===== config.mk =====
export PLATFORM = sky130hd
export DESIGN_NAME = sr_ff_bank
export DESIGN_NICKNAME = d
export VERILOG_FILES = /design/src/rtl/sr_ff_bank.sv
export SDC_FILE = /design/constraint.sdc
export NUM_CORES = 1
export LEC_CHECK = 0
export BUFFER_PORTS_ARGS = -buffer_cell sky130_fd_sc_hd__buf_2
export CAP_MARGIN = 40
export CORE_MARGIN = 2
export CORE_UTILIZATION = 45
export CTS_CLUSTER_DIAMETER = 80
export DETAILED_ROUTE_END_ITERATION = 16
export GPL_TIMING_DRIVEN = 0
export PLACE_DENSITY = 0.77
export SLEW_MARGIN = 20
export SYNTH_ARGS = -nofsm -noshare
export SYNTH_HDL_FRONTEND = slang
export SYNTH_SLANG_ARGS = --single-unit
export TNS_END_PERCENT = 1

===== constraint.sdc =====
create_clock -name clk -period 1.4 [get_ports clk]
set_input_delay 0.21 -clock clk [delete_from_list [all_inputs] [get_ports clk]]
set_output_delay 0.21 -clock clk [all_outputs]
set_load 0.01 [all_outputs]

===== src/rtl/sr_ff_bank.sv =====
// sr_ff_bank: multi-mode (SR/JK/D/T) flip-flop bank; SR_FF_INVALID_CNT_EN adds the err_cnt counter
module sr_ff_bank #(
  parameter int               WIDTH          = 8,
  parameter logic [WIDTH-1:0] RESET_VAL      = '0,
  parameter int               INVALID_POLICY = 0,
  parameter int               CNT_W          = 8
) (
  input  logic             clk,
  input  logic             rst,
  input  logic             en,
  input  logic [1:0]       mode,
  input  logic [WIDTH-1:0] s,
  input  logic [WIDTH-1:0] r,
  input  logic             clr_err,
  output logic [WIDTH-1:0] q,
  output logic [WIDTH-1:0] qb,
  output logic [WIDTH-1:0] inv,
  output logic             err
`ifdef SR_FF_INVALID_CNT_EN
  ,
  output logic [CNT_W-1:0] err_cnt
`endif
);
  localparam logic [1:0] M_SR = 2'b00, M_JK = 2'b01, M_D = 2'b10, M_T = 2'b11;
  logic [WIDTH-1:0] q_q, q_d, inv_q, inv_d;
  logic             err_q, err_d;
  // per-bit next state; S=R=1 means toggle in JK and policy-resolved invalid in SR
  always_comb begin
    q_d   = q_q;
    inv_d = '0;
    for (int i = 0; i < WIDTH; i++) begin
      inv_d[i] = en && mode == M_SR && s[i] && r[i];
      q_d[i]   = !en ? q_q[i] :
                 mode == M_D ? s[i] :
                 mode == M_T ? q_q[i] ^ s[i] :
                 (s[i] && r[i]) ? (mode == M_JK ? ~q_q[i] :
                                   INVALID_POLICY == 1 ? 1'b0 :
                                   INVALID_POLICY == 2 ? 1'b1 : q_q[i]) :
                 s[i] ? 1'b1 : r[i] ? 1'b0 : q_q[i];
    end
  end
  // a new invalid event wins over a simultaneous clear
  assign err_d = |inv_d ? 1'b1 : clr_err ? 1'b0 : err_q;
  // state registers with synchronous reset
  always_ff @(posedge clk) begin
    if (rst) begin
      q_q   <= RESET_VAL;
      inv_q <= '0;
      err_q <= 1'b0;
    end else begin
      q_q   <= q_d;
      inv_q <= inv_d;
      err_q <= err_d;
    end
  end
`ifdef SR_FF_INVALID_CNT_EN
  logic [CNT_W-1:0] cnt_q, cnt_d;
  assign cnt_d = (|inv_d && cnt_q != '1) ? cnt_q + CNT_W'(1) : cnt_q;
  // saturating count of edges carrying at least one invalid bit; only rst clears it
  always_ff @(posedge clk) begin
    if (rst) cnt_q <= '0;
    else     cnt_q <= cnt_d;
  end
  assign err_cnt = cnt_q;
`endif
  assign q   = q_q;
  assign qb  = ~q_q;
  assign inv = inv_q;
  assign err = err_q;
endmodule


==> reports/results.md, run 1 <==
| Result | Reported |
| --- | --- |
| Run status | finished clean |
| Antenna diode count | 0 |
| Clock tree skew after final layout | 0 ns |
| Total power | 1.10 mW |
| Number of primary I/O pins | 47 |
| Fraction of synthesized cell area taken by the top area cell type | 0.335 |
| Port bufs | 45 |
| Arrival time of data at the critical path endpoint | 1.34 ns |
| Longest Clk Path Bufs | 2 |
| Number of pins exceeding their max-slew limit in the final report | 0 |
| Top FF cell, synth | sky130_fd_sc_hd__dfxtp_1 |
| Initial antenna violation count | 0 |
| Shortest clock period the worst path allows after layout | 1.16 ns |
| Critical setup path kind | input pin to flip-flop |
| Setup Fix Bufs, Post-CTS | 0 |
| Share of async-settable or async-resettable flops after synthesis | 0 |
| Combinational power share | 0.276 |
| Final setup vio count | 0 |
| Synth Area per Inst | 8.12 µm² |
| Detailed-route via count | 1081 |
| Clk_lat worst skew | 0.29 ns |
| CTS tree | done |
| Worst-path cell chain | buf_2 -> ha_1 -> buf_6 -> o21ai_4 -> o21ai_2 -> o21bai_1 -> a21oi_1 |
| P_leak | 0.632 nW |
| Fillers | 233 |
| Required time at the endpoint of the critical path | 1.58 ns |
| Die width | 51.5 µm |
| Max stage delay on crit path | 0.32 ns |
| Pin count of the biggest net entering global routing | 11 |
| Total Routing Usage GR | 0.204 |
| Switching component of the power | 0.355 mW |
| Area growth from synthesis to layout | 28.4% |
| Total nets after synthesis | 151 |
| Maximum fanout along the worst path | 10 |
| Wire length of the first global-routing pass | 4060 µm |
| Crit path max-delay cell type | sky130_fd_sc_hd__o21ai_4 |
| Placed wire-length estimate | 1940 µm |
| Initial drt markers | 28 |
| Worst-Margin Slew | 0.472 ns |
| Post-Synth XOR/XNOR Area | 0 |
| H-tree lvl count | 1 |
| Crit path capture type | flip-flop |
| Seq cells post-synth | 17 |
| Remaining Overflow, GRT | 0 |
| Inserted Clock Buffers | 3 |
| Synth area leader | sky130_fd_sc_hd__dfxtp_1 |
| Commonest cells in the netlist | 19 x sky130_fd_sc_hd__nor2_1, 17 x sky130_fd_sc_hd__dfxtp_1, 11 x sky130_fd_sc_hd__inv_1, 11 x sky130_fd_sc_hd__nand2_1 |
| Final GP Congestion | 0.854 |
| DRC violations left | 0 |
| Fraction of the mapped netlist area in adder cells | 0.0493 |
| Utilization of the core after routing | 0.600 |
| Non-filler instance count after layout | 202 |
| Overall die area | 0.00265 mm² |
| Cells after DPL | 198 |
| Clock share of power | 0.243 |
| Yosys warning count | 0 |
| Post-CTS Resized | 0 |
| Power density over the cells | 848 mW/mm² |
| Routed len/inst | 12.5 µm |
| Via count of the first global-routing pass | 956 |
| Initial cell density of the core | 0.468 |
| Post-synthesis sequential area ratio | 0.335 |
| VDD IR-drop max | 396 µV |
| Number of enable-type register cells in the synthesized netlist | 0 |
| Share of the synthesized area in compound gates (AO/OA/AOI/OAI) | 0.327 |
| Summed instance area of the synthesized netlist | 0.00101 mm² |
| Synthesized-area fraction occupied by and/or/nand/nor cells | 0.215 |
| Switching part of the total power | 0.322 |
| Maximum capacitance violations | 0 |
| Post-detailed-route via-to-cell ratio | 5.35 |
| Peak Freq | 863 MHz |
| Period Utilization, post-route | 0.828 |
| RSZ-0062 raised after global routing | no |
| Distinct cells, synth | 23 |
| Synth Instances | 125 |
| Combinational family with the most area after synthesis | compound AO/OA/AOI/OAI gates |
| Post-CTS clock slew at the launch and capture registers of the worst setup and hold paths | 0.11 ns |
| Root buffer selected by CTS | sky130_fd_sc_hd__clkbuf_4 |
| Most numerous cell in the Yosys netlist | sky130_fd_sc_hd__nor2_1 |
| Clock sink total | 17 |
| Internal power | 0.749 mW |
| Overall routed net length | 2530 µm |
| Number of antenna-violating nets in the routed design | 0 |
| HP Class | input pin to flip-flop |
| DIE HEIGHT | 51.5 µm |
| Type of origin of the critical path | input pin |
| Core ar. | 0.00217 mm² |
| Worst rel slew slack | 0.685 |
| Proportion of synthesized area in mux cells | 0.0111 |
| Hold buffer count at cts | 0 |
| Number of nets in the layout | 201 |
| Site Rows | 17 |
| Hold slack | 0.185 ns |
| Hold Vio Cnt, Final | 0 |
| Length of the first detailed-routing pass in iterations | 4 |
| Synth top area cells | sky130_fd_sc_hd__dfxtp_1 34%, sky130_fd_sc_hd__nor2_1 7.0%, sky130_fd_sc_hd__and3b_1 6.0%, sky130_fd_sc_hd__o21ai_2 6.0%, sky130_fd_sc_hd__a22oi_1 5.2% |
| Layout cell share with drive strength beyond 1 | 0.356 |
| Part of the total power dissipated in sequential elements | 0.481 |
==> worst paths after layout <==
check	startpoint	end	slack, ns	cells past startpoint
max	mode[0]	q[1]	0.24	7
min	clr_err	err	0.18	4
max reg2reg	q[5]	q[5]	0.51	3
min reg2reg	err	err	0.49	2
==> power groups by stage <==
| stage | logic (mW) | registers (mW) | clock network [mW] |
|---|---|---|---|
| after floorplan | 0.169 | 0.553 | 0 |
| after global placement | 0.297 | 0.540 | 0 |
| after detailed placement | 0.305 | 0.542 | 0 |
| after CTS | 0.306 | 0.531 | 0.274 |
| after global routing | 0.339 | 0.535 | 0.298 |
| final | 0.305 | 0.531 | 0.268 |
==> layout make-up <==
class | count | area [µm²] | share of cell area
inverter | 11 | 41.3 | 0.0317
multi-input combinational | 94 | 611 | 0.469
buffer | 3 | 22.5 | 0.0173
clock inverter | 1 | 5.00 | 0.00384
sequential | 17 | 340 | 0.261
timing repair buffer | 45 | 225 | 0.173
clock buffer | 3 | 22.5 | 0.0173
tap | 28 | 35.0 | 0.0269
==> state kept, by name, indices dropped and copies added (netlist names) <==
signal and flops:
inv 8, q 8, err 1
==> logic make-up after synthesis <==
group	count (synthesis)
buffers and inverters	14
muxes	1
DFF	17
adders and majority gates	4
AOI/OAI and AO/OA	47
and+or+nand+nor	42
==> placed cells by master, fill, tap and decap left out, types with 2 or more instances in the layout <==
cell	instances
sky130_fd_sc_hd__a21oi_1	8
sky130_fd_sc_hd__a22oi_1	7
sky130_fd_sc_hd__and3b_1	7
sky130_fd_sc_hd__buf_2	45
sky130_fd_sc_hd__clkbuf_4	3
sky130_fd_sc_hd__dfxtp_1	17
sky130_fd_sc_hd__ha_1	4
sky130_fd_sc_hd__inv_1	11
sky130_fd_sc_hd__nand2_1	11
sky130_fd_sc_hd__nand4_1	2
sky130_fd_sc_hd__nor2_1	19
sky130_fd_sc_hd__o211ai_1	7
sky130_fd_sc_hd__o21ai_0	8
sky130_fd_sc_hd__o21ai_2	7
sky130_fd_sc_hd__o21bai_1	7
==> metrics by stage <==
stage | setup TNS, ns | setup WS [ns] | cell area, µm²
floorplan | 0 | 0.208 | 1010
detailed placement | -0.420 | -0.0745 | 1270
global route | 0 | 0.165 | 1300
finish | 0 | 0.241 | 1300
CTS | 0 | 0.243 | 1300
global placement | -0.151 | -0.0311 | 1270
==> worst max-delay path: cells and delay by family <==
| family | cells | cell delay, ns |
|---|---|---|
| buffers and inverters | 2 | 0.28 |
| adder cells (fa/ha/maj) | 1 | 0.24 |
| AO/OA/AOI/OAI | 4 | 0.62 |
==> layer usage <==
layer  share of wire  track usage
met2            0.46        0.346
met3           0.083       0.0234
met5               0            0
met1            0.44        0.257
met4           0.011       0.0921
Note: power is estimated with default switching activity, not from simulation.
==> run 2: changes to the inputs <==
--- a/config.mk
+++ b/config.mk
@@ -5,14 +5,15 @@
 export SDC_FILE = /design/constraint.sdc
 export NUM_CORES = 1
 export LEC_CHECK = 0
+export ABC_AREA = 1
 export BUFFER_PORTS_ARGS = -buffer_cell sky130_fd_sc_hd__buf_2
 export CAP_MARGIN = 40
 export CORE_MARGIN = 2
-export CORE_UTILIZATION = 45
+export CORE_UTILIZATION = 48
 export CTS_CLUSTER_DIAMETER = 80
 export DETAILED_ROUTE_END_ITERATION = 16
 export GPL_TIMING_DRIVEN = 0
-export PLACE_DENSITY = 0.77
+export PLACE_DENSITY = 0.79
 export SLEW_MARGIN = 20
 export SYNTH_ARGS = -nofsm -noshare
 export SYNTH_HDL_FRONTEND = slang
==> constraint.sdc (replaced) <==
create_clock -name clk -period 1.1 [get_ports clk]
set_input_delay 0.165 -clock clk [delete_from_list [all_inputs] [get_ports clk]]
set_output_delay 0.165 -clock clk [all_outputs]
set_load 0.01 [all_outputs]
==> reports/results.md, run 2 <==
| Result | Reported |
| --- | --- |
| Type of origin of the critical path | flip-flop |
| Most common cell after layout, fill and taps aside | sky130_fd_sc_hd__nand2_1 |
| Critical setup path kind | flip-flop to output pin |
| VDD IR-drop max | 593 µV |
| Synth Area per Inst | 5.83 µm² |
| Placed wire-length estimate | 2030 µm |
| Power density over the cells | 985 mW/mm² |
| Post-layout worst setup margin | 0.0644 ns |
| Worst r2r dst | q[3] |
| HP Class | input pin to flip-flop |
| Sink of the worst hold path | inv[5] |
| Post-synthesis sequential area ratio | 0.292 |
| Die width | 53.3 µm |
| Most frequent cells in the layout | 72 x sky130_fd_sc_hd__nand2_1, 44 x sky130_fd_sc_hd__buf_2, 33 x sky130_fd_sc_hd__nor2_1, 26 x sky130_fd_sc_hd__inv_1, 12 x sky130_fd_sc_hd__dfxtp_1 |
| Cells after DPL | 272 |
| Crit path capture type | output pin |
| Site Rows | 17 |
| Shortest clock period the worst path allows after layout | 1.04 ns |
| Clock tree skew after final layout | 0 ns |
| Initial drt markers | 26 |
| Number of enable-type register cells in the synthesized netlist | 0 |
| Pre-CTS setup slack | -0.244 ns |
| Clk_lat worst skew | 0.29 ns |
| Root buffer selected by CTS | sky130_fd_sc_hd__clkbuf_4 |
| Clock sink total | 17 |
| Commonest cells in the netlist | 72 x sky130_fd_sc_hd__nand2_1, 33 x sky130_fd_sc_hd__nor2_1, 26 x sky130_fd_sc_hd__inv_1, 17 x sky130_fd_sc_hd__dfxtp_1 |
| Total Routing Usage GR | 0.207 |
| Initial cell density of the core | 0.517 |
| Summed instance area of the synthesized netlist | 0.00117 mm² |
| Share of async-settable or async-resettable flops after synthesis | 0 |
| Hold Vio Cnt, Final | 0 |
| Synth Instances | 200 |
| Non-filler instance count after layout | 276 |
| Fillers | 246 |
| Synth top area cells | sky130_fd_sc_hd__dfxtp_1 29%, sky130_fd_sc_hd__nand2_1 23%, sky130_fd_sc_hd__nor2_1 11%, sky130_fd_sc_hd__inv_1 8.4%, sky130_fd_sc_hd__nand4_1 4.8% |
| Layout cell share with drive strength beyond 1 | 0.274 |
| Worst r2r src | q[3] |
| Remaining Overflow, GRT | 0 |
| Inserted Clock Buffers | 3 |
| Sum of negative setup slack | 0 ns |
| Antenna diode count | 0 |
| Wire length of the first global-routing pass | 4310 µm |
| Fraction of synthesized cell area taken by the top area cell type | 0.292 |
| Number of primary I/O pins | 47 |
| Number of antenna-violating nets in the routed design | 0 |
| Post-CTS clock slew at the launch and capture registers of the worst setup and hold paths | 0.10 ns |
| Synth area leader | sky130_fd_sc_hd__dfxtp_1 |
| Area growth from synthesis to layout | 25.1% |
| Total nets after synthesis | 226 |
| Setup Fix Bufs, Post-CTS | 0 |
| Worst-Margin Slew | 0.455 ns |
| Most numerous cell in the Yosys netlist | sky130_fd_sc_hd__nand2_1 |
| Required time at the endpoint of the critical path | 0.94 ns |
| P_leak | 0.873 nW |
| Start point of the worst min-delay path | s[5] |
| Maximum capacitance violations | 0 |
| Length of the first detailed-routing pass in iterations | 4 |
| Peak Freq | 966 MHz |
| DIE HEIGHT | 53.3 µm |
| Routed len/inst | 9.71 µm |
| Cell area after layout | 0.00146 mm² |
| Post-detailed-route via-to-cell ratio | 4.67 |
| Area after DPL | 0.00142 mm² |
| Maximum fanout along the worst path | 4 |
| Final GP Congestion | 0.805 |
| Worst rel slew slack | 0.697 |
| Number of pins exceeding their max-slew limit in the final report | 0 |
| Hold path cells | 3 |
| Port bufs | 44 |
| Distinct cells, synth | 21 |
| Number of nets in the layout | 275 |
| CP Launch Point | q[0] |
| Top FF cell, synth | sky130_fd_sc_hd__dfxtp_1 |
| Final setup vio count | 0 |
| Run status | finished clean |
| RSZ-0062 raised after global routing | no |
| Initial antenna violation count | 0 |
| Yosys warning count | 0 |
| Longest Clk Path Bufs | 2 |
| DRC violations left | 0 |
| Seq cells post-synth | 17 |
| Detailed-route via count | 1288 |
| Via count of the first global-routing pass | 1069 |
| Register-to-Register Path Depth | 5 |
| Setup slack, reg-to-reg | 0.21 ns |
| H-tree lvl count | 1 |
| Overall die area | 0.00284 mm² |
| Arrival time of data at the critical path endpoint | 0.87 ns |
| CTS tree | done |
| Core ar. | 0.00225 mm² |
| Overall routed net length | 2680 µm |
| Pin count of the biggest net entering global routing | 11 |
| Period Utilization, post-route | 0.941 |
==> run 2: cell count changes after synthesis, moves of 5 or more <==
cell	change
sky130_fd_sc_hd__o21ai_2	-7
sky130_fd_sc_hd__o21bai_1	-7
sky130_fd_sc_hd__and3b_1	-7
sky130_fd_sc_hd__o211ai_1	-7
sky130_fd_sc_hd__inv_1	+15
sky130_fd_sc_hd__nor2_1	+14
sky130_fd_sc_hd__a22oi_1	-7
sky130_fd_sc_hd__inv_2	+5
sky130_fd_sc_hd__nand2_1	+61
sky130_fd_sc_hd__nand3_1	+9
sky130_fd_sc_hd__nand4_1	+7
sky130_fd_sc_hd__a21oi_1	-6
==> run 2: worst max-delay path by stage <==
stage | endpoint | slack, ns | depth (start not counted)
2_1_floorplan | q[6] | 0.03 | 9
3_3_place_gp | q[6] | -0.22 | 10
3_5_place_dp | q[6] | -0.24 | 10
4_1_cts | qb[7] | 0.04 | 2
5_1_grt | qb[5] | 0.003 | 2
6_report | qb[0] | 0.06 | 2
==> run 2: timing repair <==
action,CTS,global route
hold buffers,0,0
resized for setup,0,6
setup endpoints to repair,0,6
==> run 2: routing by layer <==
metal / global-route usage / share of wire
met5: 0 / 0
met4: 0.103 / 0.0049
met3: 0.0339 / 0.075
met2: 0.337 / 0.45
met1: 0.259 / 0.47
==> run 2: critical path, cell delays in order, from the launching register on <==
cell                      delay [ns]
sky130_fd_sc_hd__dfxtp_1        0.39
sky130_fd_sc_hd__inv_1          0.06
sky130_fd_sc_hd__buf_2          0.13
==> run 2: metrics by stage <==
step | hold WS [ns] | power, mW | utilization
2_1_floorplan | 0.312 | 0.949 | -
3_3_place_gp | 0.456 | 1.10 | 0.632
3_5_place_dp | 0.458 | 1.10 | 0.632
4_1_cts | 0.145 | 1.44 | 0.643
5_1_grt | 0.138 | 1.55 | 0.647
6_report | 0.147 | 1.44 | 0.647
==> run 2: logic make-up after synthesis <==
family                   count (synthesis)  synth area share
AND/OR/NAND/NOR                        129             0.470
buffers and inverters                   39             0.148
flip-flops                              17             0.292
AO/OA/AOI/OAI                           11            0.0472
adder cells (fa/ha/maj)                  4            0.0429
==> run 2: area by class of cell <==
type                            instances  area, µm²  share of cell area
Tap cell                               28       35.0              0.0240
Inverter                               34        134              0.0918
Timing Repair Buffer                   44        220               0.151
Clock buffer                            4       26.3              0.0180
Sequential cell                        17        347               0.238
Buffer                                  5       41.3              0.0283
Multi-Input combinational cell        144        656               0.449
==> run 2: report_power, final <==
group / switching (mW) / internal, mW
Clock: 0.202 / 0.141
Combinational: 0.254 / 0.164
Sequential: 0.0258 / 0.651
Total: 0.482 / 0.956
==> run 3: changes to the inputs <==
--- a/config.mk
+++ b/config.mk
@@ -9,11 +9,11 @@
 export BUFFER_PORTS_ARGS = -buffer_cell sky130_fd_sc_hd__buf_2
 export CAP_MARGIN = 40
 export CORE_MARGIN = 2
-export CORE_UTILIZATION = 48
+export CORE_UTILIZATION = 43
 export CTS_CLUSTER_DIAMETER = 80
 export DETAILED_ROUTE_END_ITERATION = 16
 export GPL_TIMING_DRIVEN = 0
-export PLACE_DENSITY = 0.79
+export PLACE_DENSITY = 0.75
 export SLEW_MARGIN = 20
 export SYNTH_ARGS = -nofsm -noshare
 export SYNTH_HDL_FRONTEND = slang
==> constraint.sdc (replaced) <==
create_clock -name clk -period 0.9 [get_ports clk]
set_input_delay 0.135 -clock clk [delete_from_list [all_inputs] [get_ports clk]]
set_output_delay 0.135 -clock clk [all_outputs]
set_load 0.01 [all_outputs]
==> reports/results.md, run 3 (synthesized netlist as in run 2, its figures left out) <==
| Result | Reported |
| --- | --- |
| Run status | complete, but fails checks |
| Violated checks | negative setup slack |
| Pre-CTS setup slack | -0.409 ns |
| Initial drt markers | 28 |
| Worst rel slew slack | 0.686 |
| Fillers | 266 |
| Layout cell share with drive strength beyond 1 | 0.367 |
| Detailed-route via count | 1304 |
| Worst-Margin Slew | 0.471 ns |
| Required time at the endpoint of the critical path | 0.76 ns |
| CTS tree | done |
| Clock sink total | 17 |
| Most frequent cells in the layout | 69 x sky130_fd_sc_hd__nand2_1, 32 x sky130_fd_sc_hd__buf_2, 31 x sky130_fd_sc_hd__nor2_1, 19 x sky130_fd_sc_hd__inv_1, 12 x sky130_fd_sc_hd__buf_6 |
| Hold path cells | 3 |
| Inserted Clock Buffers | 3 |
| Peak Freq | 1010 MHz |
| Non-filler instance count after layout | 281 |
| Length of the first detailed-routing pass in iterations | 5 |
| Sum of negative setup slack | -0.904 ns |
| Number of nets in the layout | 278 |
| VDD IR-drop max | 824 µV |
| Type of origin of the critical path | flip-flop |
| Crit path capture type | output pin |
| H-tree lvl count | 1 |
| Power density over the cells | 1170 mW/mm² |
| Total Routing Usage GR | 0.192 |
| Post-layout worst setup margin | -0.0871 ns |
| Pin count of the biggest net entering global routing | 11 |
| Area after DPL | 0.00146 mm² |
| Hold Vio Cnt, Final | 0 |
| Longest Clk Path Bufs | 2 |
| Placed wire-length estimate | 2170 µm |
| Port bufs | 44 |
| Worst r2r src | q[5] |
| HP Class | input pin to flip-flop |
| DRC violations left | 0 |
| Number of pins exceeding their max-slew limit in the final report | 0 |
| Final GP Congestion | 0.752 |
| Die width | 56.1 µm |
| Start point of the worst min-delay path | s[5] |
| Hold slack | 0.0971 ns |
| Core ar. | 0.00252 mm² |
| Via count of the first global-routing pass | 1136 |
| Overall routed net length | 2960 µm |
| Register-to-Register Path Depth | 6 |
| Cells after DPL | 274 |
| Clock tree skew after final layout | 0 ns |
| Final setup vio count | 17 |
| Critical setup path kind | flip-flop to output pin |
| Overall die area | 0.00314 mm² |
| Site Rows | 18 |
| DIE HEIGHT | 56.1 µm |
| Period Utilization, post-route | 1.10 |
| Maximum fanout along the worst path | 4 |
| Shortest clock period the worst path allows after layout | 0.987 ns |
| P_leak | 0.926 nW |
| Number of primary I/O pins | 47 |
| Area growth from synthesis to layout | 39.9% |
| Wire length of the first global-routing pass | 4800 µm |
| RSZ-0062 raised after global routing | yes |
| Sink of the worst hold path | inv[5] |
| Hold buffer count at cts | 0 |
| Worst r2r dst | q[5] |
| Routed len/inst | 10.5 µm |
| Antenna diode count | 0 |
| Post-detailed-route via-to-cell ratio | 4.64 |
| Initial antenna violation count | 0 |
| Clk_lat worst skew | 0.31 ns |
| Root buffer selected by CTS | sky130_fd_sc_hd__clkbuf_4 |
| Number of antenna-violating nets in the routed design | 0 |
| Most common cell after layout, fill and taps aside | sky130_fd_sc_hd__nand2_1 |
| Cell area after layout | 0.00163 mm² |
| Post-CTS clock slew at the launch and capture registers of the worst setup and hold paths | 0.11 ns |
| Initial cell density of the core | 0.462 |
| Arrival time of data at the critical path endpoint | 0.85 ns |
| Remaining Overflow, GRT | 0 |
| Setup slack, reg-to-reg | -0.01 ns |
| Maximum capacitance violations | 0 |
run 3: report_power, final:
| group | leakage [nW] | switching [mW] | internal [mW] |
|---|---|---|---|
| Sequential | 0.143 | 0.0377 | 0.797 |
| Combinational | 0.765 | 0.344 | 0.276 |
| Clock | 0.0177 | 0.282 | 0.166 |
run 3: what timing repair did:
item	4_1_cts	5_1_grt
endpoints found under the setup margin	25	30
buffers inserted	3	0
pin swaps	0	3
gates resized for setup	26	20
run 3: worst max-delay path by stage:
stage | start | end | cells after the start
finish | q[6] | qb[6] | 2
global route | q[5] | q[5] | 6
CTS | q[6] | qb[6] | 2
detailed placement | mode[0] | q[5] | 9
global placement | mode[0] | q[4] | 9
floorplan | mode[0] | q[6] | 9
run 3: per-layer routing:
| layer | wire length (µm) | share of wire | global-route usage |
|---|---|---|---|
| met4 | 38 | 0.013 | 0.0816 |
| met5 | 0 | 0 | 0 |
| met2 | 1380 | 0.47 | 0.338 |
| met1 | 1400 | 0.47 | 0.228 |
| met3 | 140 | 0.047 | 0.0302 |
run 3: metrics by stage:
stage / util / power [mW]
after floorplan: - / 1.17
after global placement: 0.578 / 1.36
after detailed placement: 0.578 / 1.37
after CTS: 0.625 / 1.87
after global routing: 0.647 / 2.01
final: 0.647 / 1.90
run 3: layout make-up:
| type | instances | area [µm²] | area share |
|---|---|---|---|
| multi-input cells | 144 | 691 | 0.423 |
| flip-flops and latches | 17 | 358 | 0.219 |
| repair buffers | 47 | 314 | 0.192 |
| inverters | 34 | 151 | 0.0928 |
| plain buffers | 5 | 52.6 | 0.0322 |
| well taps | 30 | 37.5 | 0.0230 |
| clock buffers | 3 | 22.5 | 0.0138 |
| clock inverters | 1 | 5.00 | 0.00307 |
run 3: worst max-delay path: stages (launching register included):
cell and delay (ns):
sky130_fd_sc_hd__dfxtp_2 0.38, sky130_fd_sc_hd__inv_2 0.05, sky130_fd_sc_hd__buf_6 0.11
